===== config.mk =====
export PLATFORM = sky130hd
export DESIGN_NAME = cp0_exc_unit
export DESIGN_NICKNAME = d
export VERILOG_FILES = /design/src/rtl/cp0_exc_unit.sv
export SDC_FILE = /design/constraint.sdc
export NUM_CORES = 1
export LEC_CHECK = 0
export BUFFER_PORTS_ARGS = -buffer_cell sky130_fd_sc_hd__buf_2
export CORE_UTILIZATION = 50
export DETAILED_ROUTE_END_ITERATION = 6
export GPL_ROUTABILITY_DRIVEN = 0
export MAX_ROUTING_LAYER = met4
export PLACE_DENSITY = 0.87
export SYNTH_ARGS = -nofsm -noshare
export SYNTH_HDL_FRONTEND = slang
export SYNTH_SLANG_ARGS = --single-unit

===== constraint.sdc =====
create_clock -name clk -period 5.4 [get_ports clk]
set_clock_uncertainty 0.2 [all_clocks]
set_input_delay 1.35 -clock clk [delete_from_list [all_inputs] [get_ports clk]]
set_output_delay 1.35 -clock clk [all_outputs]
set_load 0.1 [all_outputs]

===== src/rtl/cp0_exc_unit.sv =====
// cp0_exc_unit: coprocessor-0 exception/interrupt unit for the pipelined MIPS core.
// Holds SR(12), Cause(13), EPC(14) and PRId(15), makes the take-exception decision
// for the M stage, and serves mfc0/mtc0/eret.
// Optional feature: define CP0_BADVADDR_EN to add BadVAddr (reg 8) and the
// bad_vaddr_m input. It is captured on address-error exceptions (ExcCode 4/5).
module cp0_exc_unit #(
  parameter logic [31:0] PRID       = 32'h0000_2019,
  parameter logic [31:0] EXC_VECTOR = 32'h0000_4180
) (
  input  logic        clk,
  input  logic        reset,
  input  logic [3:0]  exc_code_in,
  input  logic [5:0]  hw_int,
  input  logic [31:0] pc_m,
  input  logic        bd_m,
  input  logic [4:0]  cp0_addr,
  input  logic [31:0] cp0_wdata,
  input  logic        cp0_we,
  input  logic        eret_m,
`ifdef CP0_BADVADDR_EN
  input  logic [31:0] bad_vaddr_m,
`endif
  output logic [31:0] cp0_rdata,
  output logic        exc_req,
  output logic [31:0] exc_pc,
  output logic [31:0] epc_out
);

  // SR fields
  logic [5:0]  im_q, im_d;
  logic        exl_q, exl_d;
  logic        ie_q, ie_d;
  // Cause fields
  logic        bd_q, bd_d;
  logic [5:0]  ip_q, ip_d;
  logic [4:0]  exccode_q, exccode_d;
  // EPC, with bits [1:0] held at zero
  logic [31:0] epc_q, epc_d;
`ifdef CP0_BADVADDR_EN
  logic [31:0] badvaddr_q, badvaddr_d;
`endif

  logic        int_req_s;
  logic        err_req_s;
  logic        exc_req_s;
  logic [31:0] epc_target_s;
  logic        sr_wr_s;
  logic        epc_wr_s;
  logic        exl_wr_s;

  // Request decision: interrupts beat errors, and EXL masks both; nothing is requested in reset.
  always_comb begin
    int_req_s = (|(hw_int & im_q)) & ie_q & ~exl_q;
    err_req_s = (exc_code_in != 4'd0) & ~exl_q;
    exc_req_s = (int_req_s | err_req_s) & reset;
    // The slot instruction restarts at the branch, so step back one word; wraps at 0.
    epc_target_s = (bd_m ? (pc_m - 32'd4) : pc_m) & 32'hFFFF_FFFC;
    sr_wr_s   = cp0_we & ~exc_req_s & (cp0_addr == 5'd12);
    epc_wr_s  = cp0_we & ~exc_req_s & (cp0_addr == 5'd14);
    exl_wr_s  = sr_wr_s ? cp0_wdata[1] : exl_q;
  end

  // Next-state for all CP0 registers: exception entry overrides mtc0; eret overrides a written EXL.
  always_comb begin
    im_d      = im_q;
    ie_d      = ie_q;
    exl_d     = exl_q;
    bd_d      = bd_q;
    ip_d      = hw_int;
    exccode_d = exccode_q;
    epc_d     = epc_q;
`ifdef CP0_BADVADDR_EN
    badvaddr_d = badvaddr_q;
`endif
    if (exc_req_s) begin
      exl_d     = 1'b1;
      exccode_d = int_req_s ? 5'd0 : {1'b0, exc_code_in};
      bd_d      = bd_m;
      epc_d     = epc_target_s;
`ifdef CP0_BADVADDR_EN
      if (!int_req_s && ((exc_code_in == 4'd4) || (exc_code_in == 4'd5))) begin
        badvaddr_d = bad_vaddr_m;
      end else begin
        badvaddr_d = badvaddr_q;
      end
`endif
    end else begin
      im_d  = sr_wr_s ? cp0_wdata[15:10] : im_q;
      ie_d  = sr_wr_s ? cp0_wdata[0] : ie_q;
      exl_d = eret_m ? 1'b0 : exl_wr_s;
      epc_d = epc_wr_s ? {cp0_wdata[31:2], 2'b00} : epc_q;
    end
  end

  // CP0 register state, cleared asynchronously by reset.
  always_ff @(posedge clk or negedge reset) begin
    if (!reset) begin
      im_q      <= 6'd0;
      ie_q      <= 1'b0;
      exl_q     <= 1'b0;
      bd_q      <= 1'b0;
      ip_q      <= 6'd0;
      exccode_q <= 5'd0;
      epc_q     <= 32'd0;
`ifdef CP0_BADVADDR_EN
      badvaddr_q <= 32'd0;
`endif
    end else begin
      im_q      <= im_d;
      ie_q      <= ie_d;
      exl_q     <= exl_d;
      bd_q      <= bd_d;
      ip_q      <= ip_d;
      exccode_q <= exccode_d;
      epc_q     <= epc_d;
`ifdef CP0_BADVADDR_EN
      badvaddr_q <= badvaddr_d;
`endif
    end
  end

  // mfc0 read mux; unmapped numbers read zero.
  always_comb begin
    case (cp0_addr)
`ifdef CP0_BADVADDR_EN
      5'd8:    cp0_rdata = badvaddr_q;
`endif
      5'd12:   cp0_rdata = {16'd0, im_q, 8'd0, exl_q, ie_q};
      5'd13:   cp0_rdata = {bd_q, 15'd0, ip_q, 3'd0, exccode_q, 2'd0};
      5'd14:   cp0_rdata = epc_q;
      5'd15:   cp0_rdata = PRID;
      default: cp0_rdata = 32'd0;
    endcase
  end

  // EPC to the PC logic, forwarding an in-flight mtc0 EPC so eret in the same cycle sees it.
  always_comb begin
    if (!reset) begin
      epc_out = 32'd0;
    end else if (cp0_we && (cp0_addr == 5'd14)) begin
      epc_out = {cp0_wdata[31:2], 2'b00};
    end else begin
      epc_out = epc_q;
    end
  end

  assign exc_req = exc_req_s;
  assign exc_pc  = EXC_VECTOR;

endmodule


Word level (Yosys, flattened, before mapping):

Index checks and enable logic that the tools add are counted.

* flip-flop bits (word level): 52
* bits of input ports: 84
* output and inout port bits: 97
* logic and storage cells: 39

* add/sub/neg operators: 1
* eq/ne operators: 4
* muxes and demuxes: 10
* bitwise logic cells: 11
* reduce and logical (&&, ||, !) cells: 6

Operator list (number)
* 32-bit two-way mux: 5
* 32-bit one-hot mux with 4 select lines: 1
* 32-bit by 3-bit subtractor with 32-bit output, second input constant: 1
* 5-bit by 4-bit == test with 1-bit output, second input constant: 4
* 1-bit AND: 7
* 6-bit AND: 1
* 6-bit OR reduction: 1
* 4-bit two-way mux: 1
* 4-bit nonzero test: 1
* 1-bit two-way mux: 3
* 3-bit nonzero test: 1
* 1-bit inverter: 2
* 2-bit AND reduction: 1
* 2-bit nonzero test: 1
* 1-bit logical AND: 1
* 1-bit bitwise OR: 1

Longest topological paths before layout:

* word-level depth: 12
* depth in mapped cells: 7
* depth with buffers taken out: 7

Worst setup path before layout:

OpenSTA, ideal clock, no wires.

* path kind: input -> output
* start: input port cp0_addr[1]
* end: output port cp0_rdata[13]
* data arrival time: 4.029 ns
* required time: 3.850 ns
* setup slack: -0.179 ns
* cell stages on the path: 4
* path buffers: 2
* cell sequence: buf_2 > buf_1 > a211oi_1 > nor3_1

* longest elaborated chain between the ends: 2
* elaborated cells between the ends (all ways): 5
* those cells by class: 4 x eq/ne; 1 x mux

Ends and longest elaborated chain
* start: declaration: line 16 `input logic [4:0] cp0_addr,`
* 5-bit by 4-bit == test with 1-bit output: line 124 `case (cp0_addr)`
* 32-bit one-hot mux with 4 select lines *: line 124
* end: declaration: line 23 `output logic [31:0] cp0_rdata,`

Every way passes the cells marked *; elsewhere a longest branch is shown, timed or not.

Worst setup path after layout:

* start: input port cp0_addr[1]
* end: output port epc_out[28]

* longest elaborated chain between the ends: 4

Ends and longest elaborated chain
* 5-bit by 4-bit == test with 1-bit output: line 140 `end else if (cp0_we && (cp0_addr == 5'd14)) begin`
* 1-bit logical AND: line 140
* 32-bit two-way mux: line 140
* 32-bit two-way mux: line 138 `if (!reset) begin`
* end: declaration: line 26 `output logic [31:0] epc_out`

Every way passes these cells.

==> summary.md <==
| Metric | Value |
|---|---|
| Status | `finished, final reports clean` |
| Worst Hold Class | `flip-flop to flip-flop` |
| Count leader, synth | `mux2i_1` |
| Post-synthesis xor/xnor area fraction | `7.297%` |
| Synth-to-Final Area Change | `43.96%` |
| Startpoint Class | `input port` |
| Synth Area in Simple Gates | `20.92%` |
| Die area | `0.007299 mm²` |
| CTS buffer count | `5` |
| Initial Utilization | `51.52%` |
| PD cells | `317.4 mW/mm²` |
| Resize count post-CTS | `0` |
| Die height | `85.44 µm` |
| Slew Limit Fails | `0` |
| Pre-Repair DR Iteration Count | `6` |
| Setup Crit Path Kind | `input port to output pin` |
| Synth Instances | `376` |
| Top cells by area, synth | `dfrtp_1 (35%), mux2i_1 (18%), buf_4 (7.5%)` |
| GRT Residual Overflow | `0` |
| Synth top area share | `35.23%` |
| Slowest CP cell | `nor2b_1` |
| CTS Sinks | `49` |
| Mux share of post-synthesis cell area | `20.42%` |
| Register bit count reported by yosys | `49` |
| Vias/cell | `5.498` |
| Compound-Gate Fraction of Synth Area | `5.464%` |
| Via count | `3277` |
| Area of the multi-input gates | `0.002036 mm²` |
| Least-Margin Pin Slew | `0.8991 ns` |
| Post-CTS setup buffer count | `0` |
| Post-route setup TNS | `0 ns` |
| Avg WL per Cell | `17.10 µm` |
| Vias in the first global route | `3359` |
| Net count, final | `600` |
| Crit path largest cell delay | `0.41 ns` |
| Antenna Nets Post-Route | `0` |
| Int Pwr | `0.8065 mW` |
| Crit end category | `output pin` |
| Initial antenna violation count | `0` |
| Crit path cell chain | `buf_2 > nor2b_1 > nand2_1 > nor2_4 > buf_4 > mux2i_1 > nor2_1 > buf_12` |
| Slew headroom | `39.97%` |
| Fillers | `466` |
| Pwr Total | `1.591 mW` |
| Die Wd | `85.44 µm` |
| # DRC | `0` |
| Most area-hungry cell type in the Yosys netlist | `dfrtp_1` |
| Clock tree buffer depth | `2` |
| Hold buffers post-CTS | `0` |
| Sw frac | `49.29%` |
| Net Sw Power | `0.7841 mW` |
| Distinct cells, synth | `41` |
| Final Hold Fails | `0` |
| Post-Synth Adder-Cell Area | `0.3595%` |
| Layout cell share with drive strength beyond 1 | `34.11%` |
| # port buffers | `144` |
| Yosys warns | `0` |
| Sequential share of power | `31.0%` |
| # rows | `30` |
| H-tree depth | `2` |
| Ys flop type | `dfrtp_1` |
| Register Area | `0.001226 mm²` |
| Total GRT Usage | `29.10%` |
| Syn Area/Cell | `9.258 µm²` |
| Clock latency on the worst-skew pair | `0.32 ns` |
| Maxcap violations | `0` |
| CTS Root Cell | `clkbuf_8` |
| Final min period | `4.853 ns` |
| Post-synth EDFFs | `0` |
| Diode count | `0` |
| Post-DP HPWL | `7.958 mm` |
| Lkg Pwr | `2.225 nW` |
| Post-Syn Area | `0.003481 mm²` |
| TritonCTS clock tree | `done` |
| Pin count of the biggest net entering global routing | `50` |
| Comb pwr share | `53.8%` |
| Fmax | `206.0 MHz` |
| Core Area | `0.006756 mm²` |
| Async set-reset flop share out of synthesis | `100.0%` |
| First-pass GRT wire length | `16.03 mm` |
| IO Count | `181` |
| Clock transition at path regs | `0.11 ns` |
| Initial drt markers | `125` |
| CP Data Arrival Time | `3.30 ns` |
| Final WL | `10.19 mm` |
| Most instantiated cells after synthesis | `mux2i_1 (62), nor2_1 (60), dfrtp_1 (49), buf_4 (35)` |
| Final period util | `89.87%` |
| Post-synthesis sequential area ratio | `35.23%` |
| Clock power share | `15.2%` |
| Crit Path Max Fanout | `17` |
| VDD IR-drop max | `0.0001879 V` |
| Unrepaired setup endpoints after global routing | `false` |
| Largest family of logic cells by synthesized area | `simple AND/OR/NAND/NOR gates` |
| Setup violators final | `0` |
| Crit path required time | `3.85 ns` |
[placed cells by master, fill, tap and decap left out, types with 2 or more instances in the layout]
cell / n
a21oi_1: 11
a22o_1: 7
a22oi_1: 3
and2_1: 20
buf_12: 50
buf_2: 94
buf_4: 8
clkbuf_8: 5
clkinv_4: 2
conb_1: 34
dfrtp_1: 49
inv_1: 3
mux2_2: 8
mux2i_1: 62
nand2_1: 9
nand3_1: 6
nand3b_1: 3
nand4_1: 5
nand4b_1: 3
nor2_1: 59
nor2b_1: 5
nor3_1: 9
nor3_2: 2
nor4_1: 6
o21ai_0: 4
or4_1: 4
xnor2_1: 9
xor2_1: 20
[cells by family after synthesis]
logic type      Yosys count
simple gates            140
mux                      70
buf+inv                  56
flops                    49
compound gates           29
xor+xnor                 29
other cells               2
fa+ha+maj                 1
[metrics by stage]
step	setup WS, ns	hold slack [ns]	instances	utilization [%]	cell area (µm²)
after floorplan	0.2458	0.2677	408	-	3606
after detailed placement	0.6143	0.2922	588	72.65	4908
after CTS	0.5865	0.3176	596	74.17	5011
final	0.5468	0.3212	596	74.17	5011
after global placement	0.6840	0.2823	588	72.65	4908
after global routing	0.4298	0.3246	596	74.17	5011
[area by class of cell]
type | instances | area share (%)
clock buffer | 5 | 1.373
clock inverter | 3 | 0.6742
inverter | 4 | 0.2996
multi-input combinational | 303 | 40.62
sequential | 49 | 24.47
tap | 80 | 1.998
timing repair buffer | 152 | 30.56
[flip-flops by register name (all words and copies together) (netlist names)]
signal	flops
bd_q	1
epc_q	30
exccode_q	4
exl_q	1
ie_q	1
im_q	6
ip_q	6
[per-layer routing]
layer	track usage [%]	wire length, µm
met5	-	0
met4	9.848	252
met3	5.156	560
met2	53.31	5516
met1	31.60	3862
[critical path: cells and delay by family]
kind	cells	cell delay, ns
buf+inv	3	0.81
mux	1	0.32
simple gates	4	0.81
[path summary, 6_finish.rpt]
kind                       cells past startpoint  slack (ns)          from           end
setup / recovery                               8        0.55   cp0_addr[1]   epc_out[28]
hold / removal                                 1        0.32  exccode_q[0]  exccode_q[0]
setup reg to reg                               6        2.64       im_q[5]       im_q[1]
hold reg to reg                                1        0.32  exccode_q[0]  exccode_q[0]
max in group asynchronous                      2        3.61         reset      epc_q[8]
min in group asynchronous                      2        0.95         reset     epc_q[15]
[power by group through the flow]
stage / Sequential [mW] / Combinational [mW] / Clock, mW
after floorplan: 0.481 / 0.606 / 0
after global placement: 0.493 / 0.836 / 0
after detailed placement: 0.499 / 0.856 / 0
after CTS: 0.493 / 0.857 / 0.244
after global routing: 0.503 / 0.892 / 0.261
final: 0.493 / 0.856 / 0.242
Note: power is estimated with default switching activity, not from simulation.
